**src/rtl/rst_seq_pkg.sv**
```systemverilog
// Shared types and constants for the clk_sys reset sequencer.
// Latency: n/a (declarations only).
// Backpressure: n/a.
package rst_seq_pkg;

    typedef enum logic [1:0] {
        HOLD       = 2'd0,
        PERIPH_REL = 2'd1,
        RUN        = 2'd2,
        SW_ASSERT  = 2'd3
    } rst_seq_state_e;

    // Encoding of last_cause_o.
    localparam logic CAUSE_EXT = 1'b0;
    localparam logic CAUSE_SW  = 1'b1;

    function automatic int max_int(input int a, input int b);
        return (a > b) ? a : b;
    endfunction

endpackage

```
**src/rtl/rst_sync_xil.sv**
```systemverilog
// Reset deassertion synchronizer: async assert, release after SYNC_STAGES clk_sys edges.
// Latency: sync_rst falls after the SYNC_STAGES-th rising edge following rst_sys release.
// Backpressure: none; free-running on clk_sys.
//
// Ports:
//   clk_sys   destination clock
//   rst_sys   asynchronous active-high reset (asserts sync_rst immediately)
//   sync_rst  active-high reset, deassertion synchronous to clk_sys
module rst_sync_xil #(
    parameter int SYNC_STAGES = 2
) (
    input  logic clk_sys,
    input  logic rst_sys,
    output logic sync_rst
);

    // Every stage is a potential metastability catcher, so keep them packed
    // together and away from retiming.
    (* ASYNC_REG = "TRUE" *) logic [SYNC_STAGES-1:0] sync_q;

    always_ff @(posedge clk_sys or posedge rst_sys) begin
        if (rst_sys) begin
            sync_q <= '1;
        end else begin
            sync_q <= {sync_q[SYNC_STAGES-2:0], 1'b0};
        end
    end

    assign sync_rst = sync_q[SYNC_STAGES-1];

endmodule

```
**src/rtl/rst_seq_xil.sv**
```systemverilog
// Ordered reset release (peripheral, then core) plus software-requested reset sequencing.
// Latency: periph after SYNC_STAGES+HOLD_CYCLES edges, core CORE_DELAY edges later.
// Backpressure: none; sw_rst_req_i is a level that holds the resets for as long as it is high.
//
// Ports:
//   clk_sys        system clock
//   rst_sys        asynchronous active-high reset (PLL lock AND board reset, inverted)
//   sw_rst_req_i   synchronous, level-sensitive software/debug reset request
//   periph_rst_no  peripheral reset, active-low, registered
//   core_rst_no    core reset, active-low, registered
//   seq_done_o     both resets released
//   sw_rst_cnt_o   saturating count of accepted software resets since rst_sys
//   last_cause_o   cause of the most recent reset (CAUSE_EXT / CAUSE_SW)
module rst_seq_xil
    import rst_seq_pkg::*;
#(
    parameter int SYNC_STAGES = 2,
    parameter int HOLD_CYCLES = 16,
    parameter int CORE_DELAY  = 8,
    parameter int CNT_W       = 8
) (
    input  logic             clk_sys,
    input  logic             rst_sys,
    input  logic             sw_rst_req_i,
    output logic             periph_rst_no,
    output logic             core_rst_no,
    output logic             seq_done_o,
    output logic [CNT_W-1:0] sw_rst_cnt_o,
    output logic             last_cause_o
);

    localparam int CW = $clog2(max_int(HOLD_CYCLES, CORE_DELAY)) + 1;
    localparam logic [CW-1:0] HOLD_LAST = CW'(HOLD_CYCLES - 1);
    localparam logic [CW-1:0] CORE_LAST = CW'(CORE_DELAY - 1);

    logic sync_rst;

    rst_seq_state_e   state_q, state_d;
    logic [CW-1:0]    cnt_q, cnt_d;
    logic             periph_q, periph_d;
    logic             core_q, core_d;
    logic             done_q, done_d;
    logic [CNT_W-1:0] sw_cnt_q, sw_cnt_d;
    logic             cause_q, cause_d;

    rst_sync_xil #(
        .SYNC_STAGES (SYNC_STAGES)
    ) u_sync (
        .clk_sys  (clk_sys),
        .rst_sys  (rst_sys),
        .sync_rst (sync_rst)
    );

    always_ff @(posedge clk_sys or posedge rst_sys) begin
        if (rst_sys) begin
            state_q  <= HOLD;
            cnt_q    <= '0;
            periph_q <= 1'b0;
            core_q   <= 1'b0;
            done_q   <= 1'b0;
            sw_cnt_q <= '0;
            cause_q  <= CAUSE_EXT;
        end else begin
            state_q  <= state_d;
            cnt_q    <= cnt_d;
            periph_q <= periph_d;
            core_q   <= core_d;
            done_q   <= done_d;
            sw_cnt_q <= sw_cnt_d;
            cause_q  <= cause_d;
        end
    end

    always_comb begin
        state_d  = state_q;
        cnt_d    = cnt_q;
        periph_d = periph_q;
        core_d   = core_q;
        done_d   = done_q;
        sw_cnt_d = sw_cnt_q;
        cause_d  = cause_q;

        if (sync_rst) begin
            // Synchronizer still flushing: nothing may start counting yet.
            state_d  = HOLD;
            cnt_d    = '0;
            periph_d = 1'b0;
            core_d   = 1'b0;
            done_d   = 1'b0;
        end else begin
            unique case (state_q)
                HOLD: begin
                    core_d = 1'b0;
                    done_d = 1'b0;
                    if (sw_rst_req_i) begin
                        // A request before the sequence completes just restarts
                        // the hold window; it is not a counted software reset.
                        cnt_d    = '0;
                        periph_d = 1'b0;
                    end else if (cnt_q == HOLD_LAST) begin
                        state_d  = PERIPH_REL;
                        periph_d = 1'b1;
                        cnt_d    = '0;
                    end else begin
                        cnt_d = cnt_q + CW'(1);
                    end
                end
                PERIPH_REL: begin
                    if (sw_rst_req_i) begin
                        state_d  = HOLD;
                        cnt_d    = '0;
                        periph_d = 1'b0;
                        core_d   = 1'b0;
                        done_d   = 1'b0;
                    end else if (cnt_q == CORE_LAST) begin
                        state_d = RUN;
                        core_d  = 1'b1;
                        done_d  = 1'b1;
                        cnt_d   = '0;
                    end else begin
                        cnt_d = cnt_q + CW'(1);
                    end
                end
                RUN: begin
                    if (sw_rst_req_i) begin
                        state_d  = SW_ASSERT;
                        periph_d = 1'b0;
                        core_d   = 1'b0;
                        done_d   = 1'b0;
                        cause_d  = CAUSE_SW;
                        if (sw_cnt_q != '1) begin
                            sw_cnt_d = sw_cnt_q + CNT_W'(1);
                        end
                    end
                end
                SW_ASSERT: begin
                    if (!sw_rst_req_i) begin
                        state_d = HOLD;
                        cnt_d   = '0;
                    end
                end
                default: begin
                    state_d  = HOLD;
                    cnt_d    = '0;
                    periph_d = 1'b0;
                    core_d   = 1'b0;
                    done_d   = 1'b0;
                end
            endcase
        end
    end

    assign periph_rst_no = periph_q;
    assign core_rst_no   = core_q;
    assign seq_done_o    = done_q;
    assign sw_rst_cnt_o  = sw_cnt_q;
    assign last_cause_o  = cause_q;

endmodule

```
**config.mk**
```make
export PLATFORM = sky130hd
export DESIGN_NAME = rst_seq_xil
export DESIGN_NICKNAME = d
export VERILOG_FILES = /design/src/rtl/rst_seq_pkg.sv /design/src/rtl/rst_sync_xil.sv /design/src/rtl/rst_seq_xil.sv
export SDC_FILE = /design/constraint.sdc
export NUM_CORES = 1
export LEC_CHECK = 0
export ABC_AREA = 1
export CAP_MARGIN = 20
export CORE_UTILIZATION = 45
export DETAILED_ROUTE_END_ITERATION = 8
export PLACE_DENSITY = 0.68
export SYNTH_ARGS = -nofsm -noshare
export SYNTH_HDL_FRONTEND = slang
export SYNTH_SLANG_ARGS = --single-unit
```
**constraint.sdc**
```tcl
create_clock -name clk_sys -period 1.3 [get_ports clk_sys]
set_input_delay 0.39 -clock clk_sys [delete_from_list [all_inputs] [get_ports clk_sys]]
set_output_delay 0.39 -clock clk_sys [all_outputs]
set_load 0.01 [all_outputs]
```
==> results of run 1 <==
[placed cells by master, fill, tap and decap left out, types with 5 or more instances in the layout]
cell	count
nand2_1	50
nand2_2	6
dfrtp_1	18
buf_6	6
nor2_1	7
inv_2	5
nand3_2	5
ha_4	5
inv_1	17
buf_2	11
nand2_4	10
nor2_4	7
buf_4	30
nand3_1	8
[worst paths after layout]
kind                                       start          endpoint  cells past startpoint
worst max-delay path                    cnt_q[1]          cnt_q[2]                     12
worst min-delay path                     rst_sys        seq_done_o                      2
worst max register to register          cnt_q[1]          cnt_q[2]                     12
worst min register to register  u_sync.sync_q[0]  u_sync.sync_q[1]                      0
max in group asynchronous                rst_sys     periph_rst_no                      3
min in group clk_sys            u_sync.sync_q[0]  u_sync.sync_q[1]                      0
[cells by family after synthesis]
logic type               after synthesis  synth area share
AO/OA/AOI/OAI                         11            0.0528
buffers and inverters                 29            0.0912
AND/OR/NAND/NOR                      106             0.397
adder cells (fa/ha/maj)                8            0.0716
flip-flops                            20             0.360
other                                  1           0.00268
XOR/XNOR                               4            0.0250
[worst register-to-register path, cell delays in order, from the launching register on]
cell     delay, ps
dfrtp_1        390
ha_2           200
nand2_2         70
nor2_4         150
ha_4           150
inv_4           40
buf_6          110
nand3_4         70
nand2_2         60
nand2_1         80
nand2_1         50
nand2_1         50
inv_1           30
[per-layer routing]
| metal | vias to the layer above | wire [um] | track usage |
|---|---|---|---|
| met3 | 4 | 87 | 0.0469 |
| li1 | 658 | - | - |
| met1 | 591 | 1440 | 0.281 |
| met4 | 0 | 22 | 0.0306 |
| met5 | - | 0 | 0 |
| met2 | 19 | 1640 | 0.332 |
[stage by stage]
stage                      util  power, W
after floorplan               -   0.00182
after global placement    0.608   0.00239
after detailed placement  0.608   0.00242
after CTS                 0.668   0.00310
after global routing      0.721   0.00366
final                     0.721   0.00341
[power breakdown]
part / internal, W / total, W / switching, W
registers: 0.000781 / 0.000891 / 0.000110
logic: 0.000957 / 0.00201 / 0.00105
clock network: 0.000312 / 0.000511 / 0.000199
[final cells by class]
type / instances / area (sq um)
Inverter: 27 / 119
Fill cell: 225 / 797
Timing Repair Buffer: 50 / 387
Clock inverter: 1 / 30.0
Clock buffer: 3 / 22.5
Sequential cell: 20 / 503
Multi-Input combinational cell: 130 / 956
Tap cell: 31 / 38.8
[state kept, by name, summed over array words and instances (netlist names)]
register and cells:
u_sync.sync_q 2, sw_rst_cnt_o 8, last_cause_o 1, periph_rst_no 1
cnt_q 5, seq_done_o 1, state_q 2
[what timing repair did]
item,4_1_cts,5_1_grt
endpoints found under the setup margin,29,19
pin swaps,17,26
gates resized for setup,80,27
endpoints found under the hold margin,0,0
setup buffers,10,4
==> results.py, run 1 <==
metrics = {
    "timing": {
        "holdWs_ps": 274,
        "rsz0062_at_grt": "yes",
        "post-route-min-period_ps": 1550,
        "fin_skew_ps": 8.87,
        "layout_setup_ws_ps": -246,
        "final-setup-viol-count": 10,
        "finalSetupTns_ps": -1410,
        "finalHoldViolCount": 0,
        "fmax_ghz": 0.647,
        "drv_slew": 0,
        "finalCritPeriodShare": 1.19,
    },
    "synth": {
        "synth.most_common_cell": "nand2_1",
        "synthesis.area_sq_um": 1400,
        "synth_nets": 190,
        "synthTopCellsByCount": "nand2_1, inv_1, dfrtp_1, nand3_1, nor2_1",
        "synth-seq-cells": 20,
        "synth_area_leaders": "dfrtp_1, nand2_1, ha_1",
        "synth_edf_count": 0,
        "ys_types": 33,
        "ys_warn_count": 0,
        "yosysSeqAreaShare": 0.360,
        "synth_top_area_share": 0.322,
        "netlist_instances": 179,
        "synth_largest_area_cell": "dfrtp_1",
        "syn_avg_cell_area_sq_um": 7.81,
        "synthArstFlopShare": 1.00,
        "synth_ff_type": "dfrtp_1",
    },
    "floorplan": {
        "core_sq_um": 2850,
        "die_area_sq_um": 3340,
        "ioPinCount": 15,
        "dieHeight_um": 57.8,
        "initial_core_util": 0.490,
        "die_x_um": 57.8,
        "row_count": 19,
    },
    "critical_path": {
        "cpMaxStageDelayCell": "dfrtp_1",
        "crit_path_frequent_cell": "nand2_1",
        "required_ps": 1510,
        "start_kind": "flop",
        "cp_top_family": "simple AND/OR/NAND/NOR gates",
        "path_buf_inv": 3,
        "critPathMaxStageDelay_ps": 390,
        "endpoint_kind": "flop",
        "crit_fanout": 3,
        "path_class": "reg -> reg",
        "cp.arrival_ps": 1760,
        "rrSetupSlack_ps": -250,
        "crit_chain": "ha_2 -> nand2_2 -> nor2_4 -> ha_4 -> inv_4 -> buf_6 -> nand3_4 -> nand2_2 -> nand2_1 -> nand2_1 -> nand2_1 -> inv_1",
    },
    "drt": {
        "wl_per_cell_um": 12.2,
        "drtAntennaViolNets": 0,
        "viasPerCell": 4.85,
        "via_count": 1272,
        "drt_iter0_markers": 35,
        "drtPass1Iterations": 6,
        "drc": 1,
        "totalWireLength_um": 3190,
    },
    "status": {
        "violations": "DRC, setup timing",
        "status": "finished, violations left",
    },
    "finish": {
        "final_area_sq_um": 2060,
        "layout.cells.non_filler": 262,
        "area_growth_pct": 47.0,
        "nets": 243,
        "antenna_cells": 0,
        "drive_above_1_share": 0.476,
    },
    "power": {
        "peakVddDrop_mv": 1.12,
        "p_leak_nw": 1.10,
        "power.density_nw_per_um2": 1660,
    },
    "clock_network": {
        "numClockSinks": 20,
        "clk_transition_reported_paths_ps": 120,
        "cts_buffers": 3,
        "clk_latency_ps": 310,
        "cts_hold_buf": 0,
        "tritoncts": "done",
        "htreeDepth": 1,
        "cts.path.max_buffers": 2,
        "clockRootBuffer": "clkbuf_4",
    },
    "grt": {
        "grt_pass1_vias": 1244,
        "globalRouteOverflowTotal": 0,
        "grt_pass1_wl_um": 5300,
        "grt_max_degree": 13,
        "antenna_found_initial": 0,
        "grtUsageTotal": 0.203,
    },
    "placement": {
        "port_buffers": 14,
        "placed_cells": 245,
        "routabilityCongestion": 0.886,
        "place_area_sq_um": 1730,
        "dp_hpwl_um": 2180,
        "place_ws_ps": -356,
    },
    "run": {
        "maxCapViolations": 0,
    },
    "min_path": {
        "min_path_type": "in -> async",
    },
}
Power figures use the tool's default switching activity.
==> inputs of run 2 (changes only) <==
CORE_UTILIZATION = 50   (was 45)
PLACE_DENSITY = 0.75   (was 0.68)
==> run 2 against run 1 <==
  * The flow finishes with violations (setup timing)
  * Cell count decreased by 1.1%
  * Clock skew down 1.7 ps
  * Design area down 3.4%
  * Count of clock-buffer cells in the layout is the same
  * Sequential power up 2%
  * Setup slack better by 53 ps
  * Flip-flop and latch count unchanged
  * Total power decreased by 5.4%
==> results.py, run 2 (synthesized netlist as in run 1, its figures left out) <==
metrics = {
    "timing": {
        "finalHoldViolCount": 0,
        "final-setup-viol-count": 15,
        "rsz0062_at_grt": "yes",
        "fmax_ghz": 0.670,
        "post-route-min-period_ps": 1490,
        "fin_skew_ps": 7.20,
        "finalSetupTns_ps": -1200,
        "finalCritPeriodShare": 1.15,
        "layout_setup_ws_ps": -193,
        "drv_slew": 0,
    },
    "clock_network": {
        "cts.path.max_buffers": 2,
        "htreeDepth": 1,
        "cts_buffers": 3,
        "numClockSinks": 20,
        "clk_transition_reported_paths_ps": 120,
        "clockRootBuffer": "clkbuf_4",
        "tritoncts": "done",
        "cts_hold_buf": 0,
        "clk_latency_ps": 320,
    },
    "finish": {
        "nets": 241,
        "layout.cells.non_filler": 259,
        "largest_reg_flops": 8,
        "antenna_cells": 0,
        "drive_above_1_share": 0.472,
        "final_area_sq_um": 1990,
        "final_common_cell": "nand2_1",
        "layout_common_cells": "nand2_1, buf_4, inv_1, dfrtp_1, buf_2",
        "area_growth_pct": 41.9,
    },
    "critical_path": {
        "crit_fanout": 2,
        "critPathMaxStageDelay_ps": 410,
        "cp_top_family": "flip-flops",
        "path_class": "reg -> reg",
        "path_buf_inv": 3,
        "cpMaxStageDelayCell": "dfrtp_1",
        "cp.arrival_ps": 1720,
        "crit_path_frequent_cell": "nand2_1",
        "required_ps": 1520,
        "crit_chain": "ha_4 -> nand2_4 -> nor2_4 -> buf_4 -> buf_6 -> inv_2 -> ha_4 -> nand3_2 -> nand2_1 -> nand2_1 -> nand2_1",
        "endpoint_kind": "flop",
        "start_kind": "flop",
    },
    "grt": {
        "grt_pass1_vias": 1242,
        "grt_pass1_wl_um": 5390,
        "antenna_found_initial": 0,
        "grtUsageTotal": 0.261,
        "grt_max_degree": 13,
        "globalRouteOverflowTotal": 0,
    },
    "floorplan": {
        "row_count": 18,
        "die_x_um": 54.9,
        "dieHeight_um": 54.9,
        "initial_core_util": 0.545,
        "die_area_sq_um": 3010,
        "core_sq_um": 2570,
        "ioPinCount": 15,
    },
    "placement": {
        "routabilityCongestion": 0.881,
        "place_area_sq_um": 1730,
        "dp_hpwl_um": 2370,
        "port_buffers": 14,
        "placed_cells": 243,
    },
    "power": {
        "power.density_nw_per_um2": 1620,
        "p_leak_nw": 1.06,
        "peakVddDrop_mv": 1.22,
    },
    "drt": {
        "totalWireLength_um": 3430,
        "drtPass1Iterations": 6,
        "viasPerCell": 4.95,
        "wl_per_cell_um": 13.2,
        "drtAntennaViolNets": 0,
        "drc": 0,
        "drt_iter0_markers": 23,
        "via_count": 1281,
    },
    "status": {
        "status": "finished, violations left",
        "violations": "setup timing",
    },
    "run": {
        "maxCapViolations": 0,
    },
    "min_path": {
        "min_path_type": "in -> async",
    },
}
==> run 2: cell types whose count changed in the layout (fill, tap and decap cells not counted), sizes merged <==
cell / change
buf: -2
==> run 2: metrics by stage <==
stage               hold slack [ps]   util  worst slack, ps  total power, W
floorplan                       345      -             -111         0.00182
global placement                346  0.672             -322         0.00236
detailed placement              348  0.672             -401         0.00243
CTS                             310  0.743             -175         0.00308
global route                    329  0.773             -296         0.00349
finish                          304  0.773             -193         0.00323
==> run 2: repair_timing <==
item	in CTS	in global routing
resized for setup	85	11
setup endpoints to repair	30	18
buffers inserted	10	3
pin swaps	13	6
==> run 2: worst paths after layout <==
path | from | endpoint | slack (ps) | cells after the start
setup / recovery | cnt_q[1] | cnt_q[4] | -190 | 11
hold / removal | rst_sys | seq_done_o | 300 | 2
setup reg to reg | cnt_q[1] | cnt_q[4] | -190 | 11
hold reg to reg | u_sync.sync_q[0] | u_sync.sync_q[1] | 370 | 0
max in group asynchronous | rst_sys | last_cause_o | 600 | 3
min in group clk_sys | u_sync.sync_q[0] | u_sync.sync_q[1] | 370 | 0
==> run 2: where the power goes <==
part	total [W]	switching [W]	leakage (nW)	internal, W
combinational	0.00180	0.000979	0.772	0.000825
sequential	0.000905	0.000121	0.256	0.000784
clock	0.000516	0.000204	0.0279	0.000312
==> run 2: layout make-up <==
| type | instances | area [sq um] |
|---|---|---|
| inverters | 27 | 114 |
| well taps | 30 | 37.5 |
| flip-flops and latches | 20 | 504 |
| clock buffers | 3 | 22.5 |
| multi-input cells | 130 | 926 |
| fillers | 171 | 582 |
| clock inverters | 1 | 30.0 |
| repair buffers | 48 | 352 |
==> run 2: per-layer routing <==
layer | part of all wire | GRT usage | vias to the layer above
li1 | - | - | 657
met1 | 0.42 | 0.289 | 604
met5 | 0 | 0 | -
met3 | 0.024 | 0.0601 | 6
met2 | 0.54 | 0.472 | 14
met4 | 0.020 | 0.117 | 0
==> inputs of run 3 (changes only) <==
ABC_AREA = 0   (was 1)
DONT_BUFFER_PORTS = 1   (was not set)
GPL_TIMING_DRIVEN = 0   (was not set)
PLACE_DENSITY = 0.68   (was 0.75)
==> run 3 against run 2 <==
  * The flow still finishes with violations (setup timing)
  * Global-route usage is 4.7 points lower
  * First-iteration DRC count is 48% lower
  * Flip-flop and latch count stayed put
  * Count of clock-buffer cells in the layout is 1 higher
  * Non-clock buffer count is 29 lower
  * Setup slack worse by 150 ps
  * Die area is 17% lower
  * Sequential share of layout area is 8.6 points higher
  * Register-to-register slack worse by 150 ps
  * Critical endpoint is now cnt_q[2]
==> results.py, run 3 <==
metrics = {
    "clock_network": {
        "htreeDepth": 1,
        "clockRootBuffer": "clkbuf_4",
        "cts_hold_buf": 0,
        "numClockSinks": 20,
        "clk_transition_reported_paths_ps": 110,
        "clk_latency_ps": 300,
        "cts_buffers": 3,
        "cts.path.max_buffers": 2,
        "tritoncts": "done",
    },
    "drt": {
        "drtAntennaViolNets": 0,
        "drtPass1Iterations": 4,
        "drc": 0,
        "via_count": 874,
        "drt_iter0_markers": 12,
        "viasPerCell": 5.64,
        "totalWireLength_um": 2420,
        "wl_per_cell_um": 15.6,
    },
    "critical_path": {
        "endpoint_kind": "flop",
        "rrSetupSlack_ps": -350,
        "rr_worst_depth": 5,
        "rr_startpoint": "state_q[0]",
        "r2r_end": "cnt_q[2]",
        "start_kind": "flop",
        "crit_fanout": 9,
        "cp.arrival_ps": 1850,
        "path_class": "reg -> reg",
        "required_ps": 1500,
    },
    "floorplan": {
        "ioPinCount": 15,
        "die_x_um": 50.0,
        "dieHeight_um": 50.0,
        "initial_core_util": 0.526,
        "row_count": 17,
        "die_area_sq_um": 2500,
        "core_sq_um": 2190,
    },
    "synth": {
        "synth-seq-cells": 20,
        "synth_ff_type": "dfrtp_1",
        "synth_top_area_share": 0.391,
        "syn_avg_cell_area_sq_um": 10.6,
        "synth.most_common_cell": "dfrtp_1",
        "ys_warn_count": 0,
        "synthArstFlopShare": 1.00,
        "netlist_instances": 109,
        "yosysSeqAreaShare": 0.436,
        "synth_nets": 120,
        "synth_edf_count": 0,
        "synthesis.area_sq_um": 1150,
        "synthTopCellsByCount": "dfrtp_1, ha_1, inv_1, xnor2_1",
        "synth_area_leaders": "dfrtp_1, ha_1, xnor2_1",
        "synth_largest_area_cell": "dfrtp_1",
        "ys_types": 39,
    },
    "finish": {
        "final_util": 0.681,
        "layout_common_cells": "dfrtp_1, buf_4, buf_6",
        "nFillCells": 169,
        "nets": 139,
        "drive_above_1_share": 0.472,
        "antenna_cells": 0,
        "final_area_sq_um": 1490,
        "final_common_cell": "dfrtp_1",
        "largest_reg_flops": 8,
        "area_growth_pct": 29.5,
    },
    "grt": {
        "grtUsageTotal": 0.214,
        "globalRouteOverflowTotal": 0,
        "grt_pass1_vias": 901,
        "grt_pass1_wl_um": 3980,
        "grt_max_degree": 21,
        "antenna_found_initial": 0,
    },
    "timing": {
        "layout_setup_ws_ps": -347,
        "finalCritPeriodShare": 1.27,
        "drv_slew": 0,
        "relSlewSlack": 0.491,
        "holdWs_ps": 106,
        "post-route-min-period_ps": 1650,
        "finalHoldViolCount": 0,
        "worstMarginPinSlew_ps": 762,
        "rsz0062_at_grt": "yes",
        "fmax_ghz": 0.607,
        "fin_skew_ps": 4.83,
        "final-setup-viol-count": 18,
    },
    "placement": {
        "routabilityCongestion": 0.871,
        "place_ws_ps": -428,
        "dp_hpwl_um": 1450,
        "place_area_sq_um": 1230,
        "port_buffers": 0,
    },
    "run": {
        "maxCapViolations": 0,
    },
    "power": {
        "power.density_nw_per_um2": 663,
        "peakVddDrop_mv": 0.650,
        "p_leak_nw": 0.648,
    },
    "status": {
        "violations": "setup timing",
        "status": "finished, violations left",
    },
    "min_path": {
        "min_path_type": "in -> async",
    },
}
-- run 3: per-layer routing --
layer  global-route usage  wire, um
met3               0.0432        91
met5                    0         0
met4               0.0857        32
met1                0.275      1100
met2                0.349      1200
-- run 3: cells by family (layout without fill, tap and decap cells) --
family / after synthesis / count (layout) / share of synthesized area
AOI/OAI and AO/OA: 26 / 26 / 0.180
buffers and inverters: 13 / 31 / 0.0597
xor gates and xnor gates: 8 / 8 / 0.0608
other: 1 / 1 / 0.00325
adders and majority gates: 8 / 8 / 0.0869
DFF: 20 / 20 / 0.436
muxes: 2 / 2 / 0.0195
and+or+nand+nor: 31 / 31 / 0.153
-- run 3: worst max path at each step --
stage	startpoint	end	slack, ps	cells past startpoint
after detailed placement	state_q[0]	sw_rst_cnt_o[1]	-430	5
after CTS	state_q[1]	cnt_q[2]	-360	7
after global routing	state_q[0]	sw_rst_cnt_o[5]	-410	6
after floorplan	state_q[0]	cnt_q[2]	-300	6
after global placement	cnt_q[0]	state_q[0]	-420	8
final	state_q[0]	cnt_q[2]	-350	5
-- run 3: repair_timing --
item,CTS,global route
setup buffers,13,3
endpoints found under the hold margin,0,0
endpoints found under the setup margin,18,18
pin swaps,10,6
gates resized for setup,22,14
-- run 3: power by group --
group | internal [W] | total, W | switching, W | leakage (nW)
logic | 0.0000179 | 0.0000530 | 0.0000351 | 0.369
registers | 0.000630 | 0.000634 | 0.00000390 | 0.265
clock network | 0.000119 | 0.000303 | 0.000183 | 0.0150
-- run 3: per-stage QoR --
stage / setup TNS [ps] / total power (W) / cells
final: -4660 / 0.000990 / 155
after global routing: -6110 / 0.00103 / 155
after CTS: -4560 / 0.00100 / 152
after detailed placement: -5330 / 0.000691 / 137
after global placement: -5170 / 0.000690 / 137
after floorplan: -2830 / 0.000681 / 109
-- run 3: critical path, stage by stage (launching register included) --
cell and delay (ps):
dfrtp_2 470, ha_2 270, or3_4 400, a21oi_4 180
nor4b_2 70, a21o_1 160
-- run 3: layout make-up --
type / instances / area, sq um / area share
multi-input cells: 76 / 721 / 0.483
flip-flops and latches: 20 / 508 / 0.340
repair buffers: 16 / 150 / 0.101
well taps: 28 / 35.0 / 0.0235
inverters: 8 / 32.5 / 0.0218
clock buffers: 4 / 26.3 / 0.0176
plain buffers: 3 / 20.0 / 0.0134
